File: config.mk
export PLATFORM = sky130hd
export DESIGN_NAME = fp32_divider
export DESIGN_NICKNAME = d
export VERILOG_FILES = /design/src/rtl/fp32_divider.sv
export SDC_FILE = /design/constraint.sdc
export NUM_CORES = 1
export LEC_CHECK = 0
export CORE_ASPECT_RATIO = 1.25
export CORE_MARGIN = 2
export CORE_UTILIZATION = 35
export CTS_CLUSTER_DIAMETER = 120
export DETAILED_ROUTE_END_ITERATION = 6
export PLACE_DENSITY_LB_ADDON = 0.08
export SKIP_CTS_REPAIR_TIMING = 1
export SLEW_MARGIN = 20
export SYNTH_ARGS = -nofsm -noshare
export SYNTH_HDL_FRONTEND = slang
export SYNTH_SLANG_ARGS = --single-unit
File: constraint.sdc
create_clock -name clk -period 9.3 [get_ports clk]
set_clock_uncertainty 0.15 [all_clocks]
set_input_delay 1.86 -clock clk [delete_from_list [all_inputs] [get_ports clk]]
set_output_delay 1.86 -clock clk [all_outputs]
set_load 0.005 [all_outputs]
File: src/rtl/fp32_divider.sv
// rtl/fp32_divider.sv - iterative FP32 divider, restoring mantissa division with round-to-nearest-even
module fp32_divider #(
  parameter int          QBITS     = 26,
  parameter logic [31:0] CANON_NAN = 32'h7FC00000
) (
  input  logic        clk,
  input  logic        reset,
  input  logic [31:0] A,
  input  logic [31:0] B,
  input  logic        En,
  output logic [31:0] Result,
  output logic        Ready,
  output logic        NaN,
  output logic        DivZero,
  output logic        Busy
);

  typedef enum logic [2:0] {
    S_IDLE,
    S_CHECK,
    S_DIVIDE,
    S_NORM,
    S_ROUND,
    S_DONE
  } state_t;

  state_t             r_state;
  logic [31:0]        r_a;
  logic [31:0]        r_b;
  logic [QBITS-1:0]   r_rem;
  logic [QBITS-1:0]   r_q;
  logic signed [9:0]  r_exp;
  logic [4:0]         r_cnt;
  logic [23:0]        r_mant;
  logic               r_g;
  logic               r_st;
  logic [31:0]        r_res;
  logic               r_nan;
  logic               r_dz;

  // Operand field decode of the latched operands
  logic [7:0]  w_ea;
  logic [7:0]  w_eb;
  logic [22:0] w_fa;
  logic [22:0] w_fb;
  logic        w_sign;
  logic        w_a_nan;
  logic        w_b_nan;
  logic        w_a_inf;
  logic        w_b_inf;
  logic        w_a_zero;
  logic        w_b_zero;

  assign w_ea     = r_a[30:23];
  assign w_eb     = r_b[30:23];
  assign w_fa     = r_a[22:0];
  assign w_fb     = r_b[22:0];
  assign w_sign   = r_a[31] ^ r_b[31];
  assign w_a_nan  = (w_ea == 8'hFF) && (w_fa != 23'd0);
  assign w_b_nan  = (w_eb == 8'hFF) && (w_fb != 23'd0);
  assign w_a_inf  = (w_ea == 8'hFF) && (w_fa == 23'd0);
  assign w_b_inf  = (w_eb == 8'hFF) && (w_fb == 23'd0);
  // Subnormals are flushed to zero, so only the exponent matters here
  assign w_a_zero = (w_ea == 8'h00);
  assign w_b_zero = (w_eb == 8'h00);

  // One restoring-division step: trial subtract of the divisor mantissa
  logic [QBITS-1:0] w_mb;
  logic             w_rem_ge;
  logic [QBITS-1:0] w_rem_sub;
  logic [QBITS-1:0] w_rem_next;

  assign w_mb       = {2'b00, 1'b1, w_fb};
  assign w_rem_ge   = (r_rem >= w_mb);
  assign w_rem_sub  = w_rem_ge ? (r_rem - w_mb) : r_rem;
  assign w_rem_next = w_rem_sub << 1;

  // Round-to-nearest-even and the exponent bump when rounding carries out
  logic              w_inc;
  logic [24:0]       w_mant_sum;
  logic [23:0]       w_mant_rnd;
  logic signed [9:0] w_exp_rnd;

  assign w_inc      = r_g & (r_st | r_mant[0]);
  assign w_mant_sum = {1'b0, r_mant} + {24'd0, w_inc};
  assign w_mant_rnd = w_mant_sum[24] ? 24'h800000 : w_mant_sum[23:0];
  assign w_exp_rnd  = r_exp + (w_mant_sum[24] ? 10'sd1 : 10'sd0);

  // Control FSM with registered outputs; reset discards any in-flight operation
  always_ff @(posedge clk or posedge reset) begin
    if (reset) begin
      r_state <= S_IDLE;
      r_a     <= '0;
      r_b     <= '0;
      r_rem   <= '0;
      r_q     <= '0;
      r_exp   <= '0;
      r_cnt   <= '0;
      r_mant  <= '0;
      r_g     <= 1'b0;
      r_st    <= 1'b0;
      r_res   <= '0;
      r_nan   <= 1'b0;
      r_dz    <= 1'b0;
      Result  <= '0;
      Ready   <= 1'b0;
      NaN     <= 1'b0;
      DivZero <= 1'b0;
      Busy    <= 1'b0;
    end else begin
      case (r_state)
        S_IDLE: begin
          Ready   <= 1'b0;
          NaN     <= 1'b0;
          DivZero <= 1'b0;
          if (En) begin
            r_a     <= A;
            r_b     <= B;
            Busy    <= 1'b1;
            r_state <= S_CHECK;
          end else begin
            Busy    <= 1'b0;
          end
        end

        S_CHECK: begin
          r_nan <= 1'b0;
          r_dz  <= 1'b0;
          if (w_a_nan || w_b_nan) begin
            r_res   <= CANON_NAN;
            r_nan   <= 1'b1;
            r_state <= S_DONE;
          end else if ((w_a_inf && w_b_inf) || (w_a_zero && w_b_zero)) begin
            r_res   <= CANON_NAN;
            r_nan   <= 1'b1;
            r_state <= S_DONE;
          end else if (w_a_inf) begin
            r_res   <= {w_sign, 8'hFF, 23'd0};
            r_state <= S_DONE;
          end else if (w_b_inf) begin
            r_res   <= {w_sign, 31'd0};
            r_state <= S_DONE;
          end else if (w_b_zero) begin
            r_res   <= {w_sign, 8'hFF, 23'd0};
            r_dz    <= 1'b1;
            r_state <= S_DONE;
          end else if (w_a_zero) begin
            r_res   <= {w_sign, 31'd0};
            r_state <= S_DONE;
          end else begin
            r_rem   <= {2'b00, 1'b1, w_fa};
            r_q     <= '0;
            r_exp   <= $signed({2'b00, w_ea}) - $signed({2'b00, w_eb}) + 10'sd127;
            r_cnt   <= 5'd0;
            r_state <= S_DIVIDE;
          end
        end

        S_DIVIDE: begin
          r_q   <= {r_q[QBITS-2:0], w_rem_ge};
          r_rem <= w_rem_next;
          r_cnt <= r_cnt + 5'd1;
          if (r_cnt == 5'(QBITS - 1)) begin
            r_state <= S_NORM;
          end
        end

        S_NORM: begin
          if (r_q[QBITS-1]) begin
            r_mant <= r_q[QBITS-1:QBITS-24];
            r_g    <= r_q[1];
            r_st   <= r_q[0] | (r_rem != '0);
          end else begin
            r_mant <= r_q[QBITS-2:QBITS-25];
            r_g    <= r_q[0];
            r_st   <= (r_rem != '0);
            r_exp  <= r_exp - 10'sd1;
          end
          r_state <= S_ROUND;
        end

        S_ROUND: begin
          r_nan <= 1'b0;
          r_dz  <= 1'b0;
          if (w_exp_rnd >= 10'sd255) begin
            r_res <= {w_sign, 8'hFF, 23'd0};
          end else if (w_exp_rnd <= 10'sd0) begin
            r_res <= {w_sign, 31'd0};
          end else begin
            r_res <= {w_sign, w_exp_rnd[7:0], w_mant_rnd[22:0]};
          end
          r_state <= S_DONE;
        end

        S_DONE: begin
          Result  <= r_res;
          NaN     <= r_nan;
          DivZero <= r_dz;
          Ready   <= 1'b1;
          r_state <= S_IDLE;
        end

        default: begin
          r_state <= S_IDLE;
        end
      endcase
    end
  end

endmodule

==> results of run 1 <==
==> layer usage <==
metal	vias to the layer above	track usage, %	share of wire, %
met3	39	2.08	3.3
li1	4527	-	-
met1	4393	21.6	43
met5	-	0	0
met4	0	5.39	2.5
met2	150	30.4	51
==> power by group through the flow <==
| stage | combinational [uW] | sequential (uW) | clock, uW |
|---|---|---|---|
| 3_5_place_dp | 2510 | 1660 | 0 |
| 3_3_place_gp | 2500 | 1660 | 0 |
| 2_1_floorplan | 1990 | 1520 | 0 |
| 4_1_cts | 2530 | 1640 | 1000 |
| 5_1_grt | 2830 | 1690 | 1040 |
| 6_report | 2500 | 1640 | 968 |
==> cells by family after synthesis <==
group,synth area share [%]
simple gates,13.6
compound gates,17.1
flops,47.5
buf+inv,3.92
mux,9.03
xor+xnor,4.49
fa+ha+maj,4.36
==> worst max-delay path, cell delays in order (launching register included) <==
cell and delay, ns:
dfrtp_1 0.37, o21a_1 0.13, ha_1 0.17, ha_1 0.21, nand4_1 0.12, nor2_1 0.26
and3_1 0.26, and2_4 0.18, and3_1 0.21, and3_1 0.20, ha_1 0.19, ha_1 0.19
and3_1 0.24, nand3_1 0.11, xnor2_1 0.29, nand4_1 0.12, o31a_2 0.33, o21ai_1 0.13
or3_4 0.40, o21ai_0 0.15
==> worst max path at each step <==
stage | from | end | slack (ns) | depth (start not counted)
finish | r_mant[0] | r_res[21] | 4.75 | 19
global route | r_mant[0] | r_res[21] | 4.32 | 19
CTS | r_mant[0] | r_res[21] | 4.67 | 19
detailed placement | r_mant[0] | r_res[21] | 4.70 | 19
global placement | r_mant[0] | r_res[21] | 4.82 | 19
floorplan | reset | Busy | 0.99 | 1
==> final cells by class <==
cell class | count | area (um^2) | area share, %
Clock buffer | 35 | 713 | 4.98
Clock inverter | 9 | 80.1 | 0.559
Inverter | 55 | 214 | 1.49
Multi-Input combinational cell | 876 | 5910 | 41.3
Sequential cell | 230 | 5760 | 40.2
Tap cell | 429 | 537 | 3.75
Timing Repair Buffer | 112 | 1110 | 7.74
==> state kept, by name (all words and copies together) (netlist names), 10 cells and up <==
signal / count
r_mant: 24
r_b: 32
r_q: 26
r_a: 32
Result: 32
r_rem: 26
r_res: 32
r_exp: 10
==> metrics by stage <==
stage / area (um^2) / power [uW] / hold WS, ns / setup slack [ns]
floorplan: 12100 / 3520 / 0.280 / 0.985
global placement: 13500 / 4160 / 0.299 / 4.82
detailed placement: 13500 / 4170 / 0.302 / 4.70
CTS: 14300 / 5180 / 0.315 / 4.67
global route: 14300 / 5570 / 0.352 / 4.32
finish: 14300 / 5110 / 0.307 / 4.75
==> layout by cell type (no fill, tap or decap), types with 7 or more instances in the layout <==
master | synthesis | final
a31oi_1 | 8 | 8
o21ai_1 | 16 | 15
a22oi_1 | 18 | 18
xnor2_1 | 33 | 33
ha_1 | 39 | 39
xor2_1 | 29 | 29
nor2_1 | 70 | 69
o21ai_0 | 113 | 113
nand2_1 | 151 | 150
inv_1 | 54 | 53
nor3_1 | 13 | 12
clkdlybuf4s50_1 | 0 | 102
o211ai_1 | 7 | 7
buf_4 | 0 | 9
o21ai_2 | 20 | 20
nand2b_1 | 7 | 7
o21a_1 | 11 | 11
a22o_1 | 25 | 25
dfrtp_1 | 230 | 230
nor4_1 | 22 | 22
a21oi_1 | 50 | 49
nand4_1 | 18 | 18
mux2_2 | 66 | 66
mux2i_1 | 35 | 35
and3_1 | 13 | 13
nand3_1 | 24 | 24
clkbuf_16 | 0 | 25
==> impl_metrics.json, run 1 <==
{
  "status": "finished, final reports clean",
  "ant_nets": 0,
  "power_density_nw_per_um2": 357,
  "yosysMostFrequentCell": "dfrtp_1",
  "grt_max_degree": 169,
  "drt-initial-drc-count": 483,
  "gp_congestion": 0.839,
  "p_int_uw": 2950,
  "maxCapViolations": 0,
  "chipWidth_um": 170,
  "fp-row-count": 76,
  "num_vias": 9109,
  "grt_pass1_vias": 9179,
  "r2r-start": "r_mant[0]",
  "antenna_found_initial": 0,
  "synthCells": 1217,
  "dr.pass1.iters": 7,
  "design.die.area_um2": 36100,
  "slew_headroom_pct": 26.9,
  "async_flop_share_pct": 100,
  "worstPathArrival_ns": 4.81,
  "post-route-min-period_ns": 4.55,
  "cp-end-kind": "register",
  "leakage_uw": 0.00604,
  "pwr-share-comb_pct": 49.0,
  "finalSetupTns_ns": 0,
  "holdPathEnd": "r_mant[23]",
  "holdPathStages": 2,
  "clkPwrFrac_pct": 19.0,
  "vdd_drop_max_uv": 178,
  "postLayoutCoreUtil_pct": 41.8,
  "p_sw_uw": 2160,
  "min_path_type": "register to register",
  "timing.fmax_ghz": 0.220,
  "grt_usage_pct": 17.1,
  "final_cells": 1746,
  "yosys.area.top_type": "dfrtp_1",
  "clkSinkCount": 230,
  "drive_above_1_share_pct": 12.2,
  "clk_pin_slew_worst_paths_ns": 0.06,
  "reg2regPathDepth": 19,
  "r2r_slack_ns": 4.75,
  "fillers": 3411,
  "worst_pin_slew_ns": 1.10,
  "io_pins": 103,
  "path_class": "register to register",
  "clk_latency_ns": 0.54,
  "hold_start": "r_mant[23]",
  "avgSynthCellArea_um2": 9.95,
  "cts_tree": "done",
  "ys_types": 73,
  "place_inst": 1702,
  "start_kind": "register",
  "yosysSeqAreaShare_pct": 47.5,
  "synth_enable_flop_cells": 0,
  "finalCritPeriodShare_pct": 48.9,
  "rsz0062_at_grt": "false",
  "synth.area.top_cells": "dfrtp_1 (48%), mux2_2 (6.1%), nand2_1 (4.7%), o21ai_0 (4.7%), ha_1 (4.0%)",
  "p_seq_share_pct": 32.1,
  "drc_errors": 0,
  "r2r_end": "r_res[21]",
  "swShare_pct": 42.3,
  "synthFlopType": "dfrtp_1",
  "start_util_pct": 35.4,
  "antenna_cells": 0,
  "port_buffers": 102,
  "routed_wl_um": 30100,
  "hold_violations": 0,
  "cts_buffers": 25,
  "h-tree-depth": 1,
  "place.detailed.hpwl_um": 21500,
  "fp.dieH_um": 212,
  "setup_violations": 0,
  "syn_area_um2": 12100,
  "ys_ff_latch": 230,
  "synth_common_cells": "dfrtp_1 (230), nand2_1 (151), o21ai_0 (113), nor2_1 (70), mux2_2 (66)",
  "synth_warnings": 0,
  "syn2layout_area_growth_pct": 18.3,
  "nNetsFinal": 1408,
  "vias_per_cell": 5.22,
  "synth_top_area_share_pct": 47.5,
  "maxSlewViolCount": 0,
  "clock_path_buffers": 3,
  "grt-ovfl-total": 0,
  "grt_pass1_wl_um": 49500,
  "root_buffer": "clkbuf_16",
  "cp_max_fo": 22,
  "cp.required_ns": 9.56,
  "wl_per_cell_um": 17.2,
  "syn-num-nets": 1325,
  "core_um2": 34200
}
No activity file was read; power rests on OpenSTA's default activity.
==> run 2: changes to the inputs <==
==> constraint.sdc (replaced) <==
create_clock -name clk -period 3.7 [get_ports clk]
set_clock_uncertainty 0.15 [all_clocks]
set_input_delay 0.74 -clock clk [delete_from_list [all_inputs] [get_ports clk]]
set_output_delay 0.74 -clock clk [all_outputs]
set_load 0.005 [all_outputs]
==> run 2 against run 1 <==
Against the previous run:
- the flow now finishes with violations (setup timing)
- worst setup slack lost 4.9 ns
- total power grew to 2.6 times the previous value
- first-iteration DRC count grew 41%
- worst hold slack gained 0.014 ns
- combinational power grew to 2.6 times the previous value
- count of clock-buffer cells in the layout grew 2
- core utilization grew 2.2 points
- sequential power grew to 2.5 times the previous value
- flip-flop and latch count is the same
- non-clock buffer count grew 43
- global-route usage grew 0.16 points
- critical endpoint is now r_res[19]
- largest power group unchanged
==> impl_metrics.json, run 2 (synthesis results as in run 1) <==
{
  "place_inst": 1738,
  "root_buffer": "clkbuf_16",
  "cp-end-kind": "register",
  "leakage_uw": 0.00636,
  "clk_latency_ns": 0.54,
  "p_seq_share_pct": 30.9,
  "start_kind": "register",
  "setup_violations": 22,
  "start_util_pct": 35.4,
  "clock_path_buffers": 3,
  "worst-path-buf-inv": 1,
  "gp_congestion": 0.870,
  "crit_chain": "o21a_1, ha_4, ha_4, nand4_1, nor2_2, and3_4, and2_4, and3_4, and3_4, ha_4, ha_4, and3_4, nand3_4, xnor2_4, nand4_1, o31a_2, o21ai_2, or3_4, clkbuf_16, o21ai_2",
  "wl_met3_um": 887,
  "cp.depth": 20,
  "cp.required_ns": 4.02,
  "post-place-ws_ns": -0.205,
  "vdd_drop_max_uv": 395,
  "antenna_found_initial": 0,
  "layout_commonest_cell": "dfrtp_1",
  "grt_pass1_vias": 9185,
  "ant_nets": 0,
  "nNetsFinal": 1452,
  "h-tree-depth": 1,
  "wl_per_cell_um": 17.0,
  "maxCapViolations": 0,
  "violations": "setup timing",
  "hold_violations": 0,
  "clk_pin_slew_worst_paths_ns": 0.06,
  "status": "finished, violations left",
  "worst_pin_slew_ns": 0.830,
  "cpMaxStageDelayCell": "or3_4",
  "port_buffers": 102,
  "dr.max_layer_used": "met4",
  "postLayoutCoreUtil_pct": 44.0,
  "routed_wl_um": 30500,
  "fp-row-count": 76,
  "grt_pass1_wl_um": 50100,
  "holdPathStages": 2,
  "core_um2": 34200,
  "setup_ws_ns": -0.150,
  "finalCritPeriodShare_pct": 104,
  "worstPathArrival_ns": 4.17,
  "timing.fmax_ghz": 0.260,
  "p_int_uw": 7930,
  "power_density_nw_per_um2": 894,
  "drc_errors": 0,
  "antenna_cells": 0,
  "grt_usage_pct": 17.3,
  "syn2layout_area_growth_pct": 24.4,
  "drt-initial-drc-count": 679,
  "maxSlewViolCount": 0,
  "post-route-min-period_ns": 3.85,
  "slew_headroom_pct": 44.2,
  "met2_length_um": 15700,
  "fp.dieH_um": 212,
  "most-common-layout-cells": "dfrtp_1 (230), nand2_1 (148), o21ai_0 (113)",
  "clkSinkCount": 230,
  "clkPwrFrac_pct": 20.6,
  "dr.pass1.iters": 5,
  "reg2regPathDepth": 20,
  "min_path_type": "register to register",
  "rsz0062_at_grt": "true",
  "design.die.area_um2": 36100,
  "num_vias": 9273,
  "p_sw_uw": 5540,
  "vias_per_cell": 5.17,
  "grt-ovfl-total": 0,
  "io_pins": 103,
  "pwr-share-comb_pct": 48.6,
  "path_delay_family": "simple AND/OR/NAND/NOR gates",
  "cp_slowest_stage_delay_ns": 0.47,
  "grt_max_degree": 71,
  "p_total_uw": 13500,
  "place.detailed.hpwl_um": 22300,
  "swShare_pct": 41.1,
  "path_class": "register to register",
  "cp_max_fo": 7,
  "drive_above_1_share_pct": 16.8,
  "wl_met1_um": 13200,
  "cts_tree": "done",
  "cts_buffers": 26,
  "final_cells": 1793,
  "chipWidth_um": 170
}
## run 2: cell count changes in the layout (fill, tap and decap cells not counted), sizes merged
cell	delta
buf	+42
clkbuf	+3
bufinv	+3
clkinv	+1
inv	-2
## run 2: layer usage
layer,track usage (%),up-vias
li1,-,4603
met1,22.0,4491
met2,30.7,136
met3,2.06,43
met4,5.04,0
met5,0,-
## run 2: layout make-up
class / count / area [um^2]
Timing Repair Buffer: 155 / 1540
Inverter: 55 / 210
Multi-Input combinational cell: 876 / 6090
Fill cell: 3316 / 19200
Clock inverter: 11 / 161
Clock buffer: 37 / 763
Sequential cell: 230 / 5760
Tap cell: 429 / 537
## run 2: worst register-to-register path, stage by stage, from the launching register on
cell and delay, ns:
dfrtp_1 0.36, o21a_1 0.18, ha_4 0.16, ha_4 0.12, nand4_1 0.12, nor2_2 0.14, and3_4 0.19, and2_4 0.13
and3_4 0.19, and3_4 0.19, ha_4 0.15, ha_4 0.13, and3_4 0.22, nand3_4 0.11, xnor2_4 0.19, nand4_1 0.09
o31a_2 0.16, o21ai_2 0.06, or3_4 0.47, clkbuf_16 0.20, o21ai_2 0.09
## run 2: worst paths after layout
| path | from | to | slack, ns |
|---|---|---|---|
| setup / recovery | r_mant[0] | r_res[19] | -0.15 |
| hold / removal | r_mant[23] | r_mant[23] | 0.32 |
| setup reg to reg | r_mant[0] | r_res[19] | -0.15 |
| hold reg to reg | r_mant[23] | r_mant[23] | 0.32 |
| max in group asynchronous | reset | Result[14] | 2.03 |
| min in group asynchronous | reset | Result[27] | 0.46 |
## run 2: stage by stage
step	setup TNS (ns)	instance area (um^2)	hold WS (ns)
6_report	-2.67	15100	0.321
5_1_grt	-8.18	15100	0.356
4_1_cts	-4.36	14900	0.329
3_5_place_dp	-4.03	14000	0.316
3_3_place_gp	-2.74	14000	0.310
2_1_floorplan	-45.88	12200	0.290
## run 2: power groups by stage
stage	clock network [uW]	logic, uW	registers [uW]
global route	2990	7350	4280
finish	2770	6540	4150
detailed placement	0	6490	4190
floorplan	0	5040	3840
CTS	2880	6540	4150
global placement	0	6480	4170
==> run 3: changes to the inputs <==
--- a/config.mk
+++ b/config.mk
@@ -10,6 +10,7 @@
 export CORE_UTILIZATION = 35
 export CTS_CLUSTER_DIAMETER = 120
 export DETAILED_ROUTE_END_ITERATION = 6
+export GPL_TIMING_DRIVEN = 0
 export PLACE_DENSITY_LB_ADDON = 0.08
 export SKIP_CTS_REPAIR_TIMING = 1
 export SLEW_MARGIN = 20
==> run 3 against run 2 <==
Against the previous run:
- sequential power fell by 2%
- count of clock-buffer cells in the layout fell by 3
- total power fell by 0.80%
- register-to-register slack got worse by 0.24 ns
- the flow still finishes with violations (setup timing)
- combinational power rose by 3%
- largest cell class unchanged
- flip-flop and latch count did not move
- global-route usage rose by 0.43 points
- wire length rose by 4.3%
- non-clock buffer count rose by 23
- critical endpoint is now r_res[16]
==> impl_metrics.json, run 3 (synthesis results as in run 1) <==
{
  "clkPwrFrac_pct": 19.3,
  "p_total_uw": 13400,
  "start_util_pct": 35.4,
  "dr.pass1.iters": 5,
  "worst_pin_slew_ns": 0.898,
  "root_buffer": "clkbuf_16",
  "swShare_pct": 42.5,
  "grt_max_degree": 34,
  "clkSinkCount": 230,
  "worstPathArrival_ns": 4.42,
  "leakage_uw": 0.00628,
  "core_um2": 34200,
  "nNetsFinal": 1475,
  "slew_headroom_pct": 40.1,
  "rsz0062_at_grt": "true",
  "cp_max_fo": 6,
  "post-route-min-period_ns": 4.09,
  "fp.dieH_um": 212,
  "cts_buffers": 26,
  "gp_congestion": 0.861,
  "pwr-share-comb_pct": 50.3,
  "finalCritPeriodShare_pct": 111,
  "place_inst": 1756,
  "clk_pin_slew_worst_paths_ns": 0.06,
  "drc_errors": 0,
  "setup_ws_ns": -0.393,
  "final_cells": 1812,
  "design.die.area_um2": 36100,
  "holdPathStages": 2,
  "antenna_cells": 0,
  "timing.fmax_ghz": 0.244,
  "start_kind": "register",
  "drt-initial-drc-count": 549,
  "cp.required_ns": 4.03,
  "vias_per_cell": 5.20,
  "vdd_drop_max_uv": 435,
  "num_vias": 9417,
  "grt_pass1_wl_um": 50700,
  "grt_usage_pct": 17.7,
  "clock_path_buffers": 3,
  "clk_latency_ns": 0.56,
  "antenna_found_initial": 0,
  "grt_pass1_vias": 9377,
  "p_int_uw": 7680,
  "most-common-layout-cells": "dfrtp_1 (230), nand2_1 (151), o21ai_0 (112)",
  "status": "finished, violations left",
  "power_density_nw_per_um2": 892,
  "syn2layout_area_growth_pct": 23.7,
  "p_seq_share_pct": 30.4,
  "cp-end-kind": "register",
  "drive_above_1_share_pct": 14.3,
  "place.detailed.hpwl_um": 24000,
  "grt-ovfl-total": 0,
  "min_path_type": "register to register",
  "setup_violations": 25,
  "violations": "setup timing",
  "h-tree-depth": 1,
  "routed_wl_um": 31800,
  "maxCapViolations": 0,
  "postLayoutCoreUtil_pct": 43.7,
  "io_pins": 103,
  "reg2regPathDepth": 19,
  "cts_tree": "done",
  "layout_commonest_cell": "dfrtp_1",
  "p_sw_uw": 5680,
  "hold_violations": 0,
  "wl_per_cell_um": 17.5,
  "path_class": "register to register",
  "port_buffers": 102,
  "chipWidth_um": 170,
  "ant_nets": 0,
  "fp-row-count": 76,
  "maxSlewViolCount": 0
}
-- run 3: cell types whose count changed in the layout (fill, tap and decap cells not counted), sizes merged --
| cell | change |
|---|---|
| clkbuf | +32 |
| buf | -12 |
| bufinv | -2 |
| clkinv | +1 |
-- run 3: power groups by stage --
stage | sequential, uW | clock [uW] | combinational [uW]
finish | 4060 | 2570 | 6720
global placement | 4090 | 0 | 6610
CTS | 4060 | 2650 | 6730
detailed placement | 4100 | 0 | 6690
floorplan | 3840 | 0 | 5040
global route | 4180 | 2750 | 7540
-- run 3: routing by layer --
layer	track usage (%)	vias up	wire length (um)	part of all wire, %
li1	-	4654	-	-
met1	21.9	4535	13700	43
met2	32.3	180	16300	51
met3	1.87	48	1050	3.3
met4	5.28	0	743	2.3
met5	0	-	0	0
-- run 3: final timing paths --
check	from	end	slack, ns
max in group asynchronous	reset	r_a[11]	2.27
worst max register to register	r_mant[0]	r_res[16]	-0.39
worst max-delay path	r_mant[0]	r_res[16]	-0.39
min in group asynchronous	reset	r_exp[8]	0.47
worst min register to register	r_res[6]	r_res[6]	0.33
worst min-delay path	r_res[6]	r_res[6]	0.33
-- run 3: final cells by class --
| class | instances | area [um^2] |
|---|---|---|
| Inverter | 55 | 210 |
| Timing Repair Buffer | 122 | 1310 |
| Clock buffer | 34 | 721 |
| Tap cell | 429 | 537 |
| Clock inverter | 10 | 115 |
| Buffer | 56 | 285 |
| Sequential cell | 230 | 5760 |
| Multi-Input combinational cell | 876 | 6040 |
| Fill cell | 3367 | 19300 |
-- run 3: worst max-delay path, stage by stage, from the launching register on --
cell and delay (ns):
dfrtp_1 0.37, o21a_1 0.19, ha_4 0.17, ha_4 0.12, nand4_1 0.15, nor2_4 0.17
and3_4 0.20, and2_4 0.15, and3_4 0.20, and3_4 0.21, ha_4 0.15, and3_4 0.21
nand4_4 0.14, xnor2_4 0.19, nor3_4 0.20, o31a_2 0.20, o21ai_2 0.07, or3_4 0.47
clkbuf_16 0.19, o21ai_2 0.11
-- run 3: per-stage QoR --
step           hold slack, ns  cell area, um^2  worst slack (ns)  TNS (ns)
6_report                0.325            15000            -0.393     -8.11
5_1_grt                 0.355            15000            -0.568    -13.40
4_1_cts                 0.328            14800            -0.541    -12.22
3_5_place_dp            0.314            14000            -0.552    -12.34
3_3_place_gp            0.305            13800             -2.16   -513.66
2_1_floorplan           0.290            12200            -0.198    -45.88
==> variant 1 (settings of run 2) <==
Reset style: synchronous (`reset`), changed in one clocked block.
--- a/src/rtl/fp32_divider.sv
+++ b/src/rtl/fp32_divider.sv
@@ -87,7 +87,7 @@
   assign w_exp_rnd  = r_exp + (w_mant_sum[24] ? 10'sd1 : 10'sd0);
 
   // Control FSM with registered outputs; reset discards any in-flight operation
-  always_ff @(posedge clk or posedge reset) begin
+  always_ff @(posedge clk) begin
     if (reset) begin
       r_state <= S_IDLE;
       r_a     <= '0;
Function: not settled (the Yosys comparison gave no result); the edit may change what the design does.
==> variant 1 against run 2 <==
- the flow finishes with violations (design-rule violations)
- sequential cell count unchanged
- fmax is 8.5% higher
- cell count increased by 12%
- synthesized area decreased by 3.6%
- cell area shrank 4.7%
- wire length up 5.0%
- worst setup slack better by 300 ps
- largest cell class unchanged
Power is not compared: it rests on default switching activity, and its combinational part moved more than twofold at a synthesized area within 25%.
==> variant 1: results (changes against run 2) <==
The number of standard cells in the layout, taps in and fillers out came out at 2008 (+12%). The topmost layer with routed signal wires is met4. The maximum number of pins on one net before global-route repair came to 72 (+1.4%). The fill cell total of the finished layout is 3413 (+2.9%). The via density per instance is 5.21 (+0.72%). The worst path arrival time came out at 3880 ps (-290 ps). The sequential share of the synthesized area is 39.4% (-8.1 points). The detailed-route wire length on metal 1 is 13900 microns (+5.6%). The count of maximum capacitance violations came out at 0 (unchanged).

The post-place instance area is 13200 sq um (-5.5%). The number of remaining DRC errors came to 10 (+10). The detailed-router iteration count before antenna repair is 7 (+2).

The share of the core filled with cells came out at 43.8% (-0.20 points). The portion of synthesized cell area occupied by the leading cell type is 39.4% (-8.1 points). The run finished, with violations left. The checks that failed: design-rule violations. The aggregate routed wire length was 32000 microns (+5.0%). The number of nets produced by synthesis came to 1599 (+21%). The wire length of the first global-routing pass came out at 52100 microns (+4.0%).

The global-route total usage across every layer is 18.0% (+0.73 points). The share of layout cells above drive strength 1 came out at 8.93% (-7.9 points). The count of different cell masters after synthesis is 79 (+8.2%). The met1 track demand over resource in global routing came out at 21.8% (-0.13 points). The half-perimeter wire length after detailed placement was 23200 microns (+3.6%). The clock-pin slew on the worst setup and hold paths is 60 ps (about the same). The transition time of the tightest slew-check pin came to 831 ps (+0.981 ps). The pre-CTS setup slack is -36.4 ps (+168 ps). The path class of the tightest hold or removal check is reg -> reg. The met2 routed wirelength came out at 15800 microns (+0.67%). The share of flip-flops with an asynchronous set or reset came out at 0% (-100 points). The number of buffers inserted during clock tree synthesis is 26 (unchanged). The met3 capacity usage during global routing came out at 2.38% (+0.32 points). The peak fanout along the critical path came out at 5 (-2).

By count the netlist is led by 304 x nand2_1, 230 x dfxtp_1, 191 x a21oi_1. The routability congestion estimate from global placement is 0.836 (-3.9%). The worst-path cell with the longest stage delay is dfxtp_2. For this run, the leading register cell type out of synthesis is dfxtp_1. The final setup violation count is 0 (-100%). The number of nets in the finished design is 1678 (+16%). The delay of the slowest cell on the worst path was 340 ps (-130 ps). Ranked by total cell area, the synthesized netlist is headed by dfxtp_1 39%, nand2_1 9.8%, a21oi_1 8.2%. The met3 routed wirelength is 1250 microns (+41%). The met2 layer usage reported by global route came out at 32.4% (+1.7 points). The number of global-route vias before repair was 10235 (+11%). The number of violations reported at the end of detailed-routing iteration 0 came out at 546 (-20%). The synthesized area per cell came out at 7.83 sq um (-21%).
-- variant 1: cell count changes in the layout (fill, tap and decap cells not counted), sizes merged, moves of 12 or more --
cell,change
a21oi,+139
o21ai,-94
mux2,-59
nand2,+152
dfrtp,-230
a21o,+12
nand3,+32
a211oi,+35
a22o,-24
dfxtp,+230
nor2,+33
-- variant 1: cell type report --
class,count,share of cell area (%)
flip-flops and latches,230,32.1
well taps,418,3.64
repair buffers,145,10.1
multi-input cells,1116,46.4
clock buffers,35,5.26
clock inverters,13,1.22
inverters,51,1.33
-- variant 1: report_power, final --
| group | leakage, nW | switching (mW) | internal [mW] |
|---|---|---|---|
| logic | 2.71 | 1.44 | 0.993 |
| clock network | 0.461 | 1.06 | 1.71 |
| registers | 1.87 | 0.244 | 2.67 |
-- variant 1: logic make-up (layout without fill, tap and decap cells) --
kind of cell             after synthesis  after routing  synth area share, %
XOR/XNOR                              64             64                 4.92
AO/OA/AOI/OAI                        394            394                 20.7
AND/OR/NAND/NOR                      580            580                 21.9
multiplexers                          37             37                 3.25
adder cells (fa/ha/maj)               41             41                 4.52
flip-flops                           230            230                 39.4
buffers and inverters                145            244                 5.27
-- variant 1: worst paths after layout --
kind	end	slack [ps]	startpoint	cells after the start
max	r_res[11]$_SDFFE_PP0P_	150	r_mant[0]$_SDFFE_PP0P_	20
min reg2reg	r_res[1]$_SDFFE_PP0P_	290	r_res[1]$_SDFFE_PP0P_	2
max reg2reg	r_res[11]$_SDFFE_PP0P_	150	r_mant[0]$_SDFFE_PP0P_	20
min	r_res[1]$_SDFFE_PP0P_	290	r_res[1]$_SDFFE_PP0P_	2
-- variant 1: worst register-to-register path, delay by kind of cell (launching register included) --
kind,cells,cell delay (ps)
simple gates,11,1510
fa+ha+maj,4,610
flops,1,340
buf+inv,1,220
compound gates,3,420
xor+xnor,1,230
==> variant 2 (settings of run 2) <==
Without the edit above. Set the parameter `CANON_NAN` to 32'h3FE00000 (it was 32'h7FC00000).
--- a/src/rtl/fp32_divider.sv
+++ b/src/rtl/fp32_divider.sv
@@ -1,7 +1,7 @@
 // rtl/fp32_divider.sv - iterative FP32 divider, restoring mantissa division with round-to-nearest-even
 module fp32_divider #(
   parameter int          QBITS     = 26,
-  parameter logic [31:0] CANON_NAN = 32'h7FC00000
+  parameter logic [31:0] CANON_NAN = 32'h3FE00000
 ) (
   input  logic        clk,
   input  logic        reset,
Check against the original RTL: not settled (the Yosys comparison gave no result); the edit may change what the design does.
==> variant 2 against run 2 <==
- wire length is 1.4% lower
- combinational power is 4.4% lower
- total power is 2.3% lower
- sequential cell count stayed put
- highest routed layer unchanged
- synthesized cell count is 1.1% lower
- worst setup slack better by 300 ps
- synthesized area is 1.8% lower
- critical path type unchanged
- cell area is 3.2% lower
==> variant 2: results (changes against run 2) <==
The synthesized-area fraction occupied by ao, oa, aoi and oai cells is 15.7% (-1.4 points). The multiplexer share of the synthesized area is 8.77% (-0.26 points). The routability congestion estimate from global placement came out at 0.884 (+1.6%). The total combinational power is 6.25 mW (-4.4%).

The total leakage power is 6.22 nW (-2.2%). The slowest stage of the critical path belongs to the cell dfrtp_1. The endpoint of the lowest-slack register-to-register path is r_res[6]$_DFFE_PP0P_. The share of layout cells above drive strength 1 is 13.8% (-2.9 points). The internal power consumption came out at 7.77 mW (-2.0%). After synthesis, the cell types taking the most area are dfrtp_1 48%, mux2_2 6.2%, o21ai_0 5.5%. The via density per instance came out at 5.19 (+0.34%). The final setup violation count came to 0 (-100%).

The run finished with clean final reports. The number of global-route vias before repair is 8998 (-2.0%). The number of nets in the finished design is 1419 (-2.3%). The detailed-router iteration count before antenna repair is 7 (+2).

The adder-cell share of the synthesized area came out at 4.44% (+0.078 points). The max-slew headroom at the worst pin came to 47.7% (+3.6 points). The aggregate routed wire length is 30000 microns (-1.4%).

The delay of the slowest cell on the worst path is 370 ps (-100 ps). The synthesized area per cell is 9.88 sq um (-0.71%). The worst path arrival time was 3850 ps (-320 ps). The fill cell total of the finished layout came out at 3265 (-1.5%). The sequential share of the synthesized area is 48.4% (+0.86 points). The wire length of the first global-routing pass came out at 49100 microns (-1.9%). The maximum number of pins on one net before global-route repair is 105 (+48%). The final total power is 13.1 mW (-2.3%). The global-route total usage across every layer is 17.2% (-0.10 points). The routed length per placed instance came to 17.1 microns (+0.92%). The number of nets produced by synthesis is 1312 (-0.98%). The count of different cell masters after synthesis is 61 (-16%).

The number of violations reported at the end of detailed-routing iteration 0 came out at 558 (-18%). By count the netlist is led by 230 x dfrtp_1, 137 x nand2_1, 131 x o21ai_0. The xor-xnor portion of the synthesized cell area came to 4.64% (+0.15 points).
==> variant 2: cell types whose count changed after synthesis, sizes merged, moves of 6 or more <==
cell,before,now
a21o,3,10
and3,14,7
clkbuf,34,45
nand2,152,138
nand3,24,35
nor2,71,65
nor2b,6,12
o21a,11,5
o21ai,149,142
or4,0,7
==> variant 2: how the worst min path moves through the flow <==
stage                               start                    end  slack, ps  depth (start not counted)
finish              r_res[31]$_DFFE_PP0P_  r_res[31]$_DFFE_PP0P_        320                          2
global route        r_res[31]$_DFFE_PP0P_  r_res[31]$_DFFE_PP0P_        350                          2
CTS                 r_res[31]$_DFFE_PP0P_  r_res[31]$_DFFE_PP0P_        330                          2
detailed placement  r_res[31]$_DFFE_PP0P_  r_res[31]$_DFFE_PP0P_        310                          2
global placement    r_res[31]$_DFFE_PP0P_  r_res[31]$_DFFE_PP0P_        310                          2
floorplan           r_res[31]$_DFFE_PP0P_  r_res[31]$_DFFE_PP0P_        290                          2
==> variant 2: per-layer routing <==
layer  track usage (%)  wire [microns]  up-vias
li1                  -               -     4510
met1              21.4           12900     4378
met2              30.8           15500      164
met3              2.22            1010       40
met4              5.23             684        0
met5                 0               0        -
==> variant 2: stage by stage <==
step           utilization [%]  cell area [sq um]  worst slack [ps]  hold slack [ps]
2_1_floorplan                -              11900              -198              295
3_3_place_gp              40.4              13500              20.0              308
3_5_place_dp              40.4              13500             -53.9              312
4_1_cts                   43.1              14400             -80.5              326
5_1_grt                   43.5              14600             -15.1              348
6_report                  43.5              14600               150              322
==> variant 2: layout make-up <==
cell class	count	area, sq um	area share (%)
Multi-Input combinational cell	855	5810	39.8
Sequential cell	230	5760	39.5
Timing Repair Buffer	142	1370	9.40
Clock buffer	30	707	4.85
Tap cell	423	529	3.63
Inverter	56	214	1.47
Clock inverter	16	196	1.35
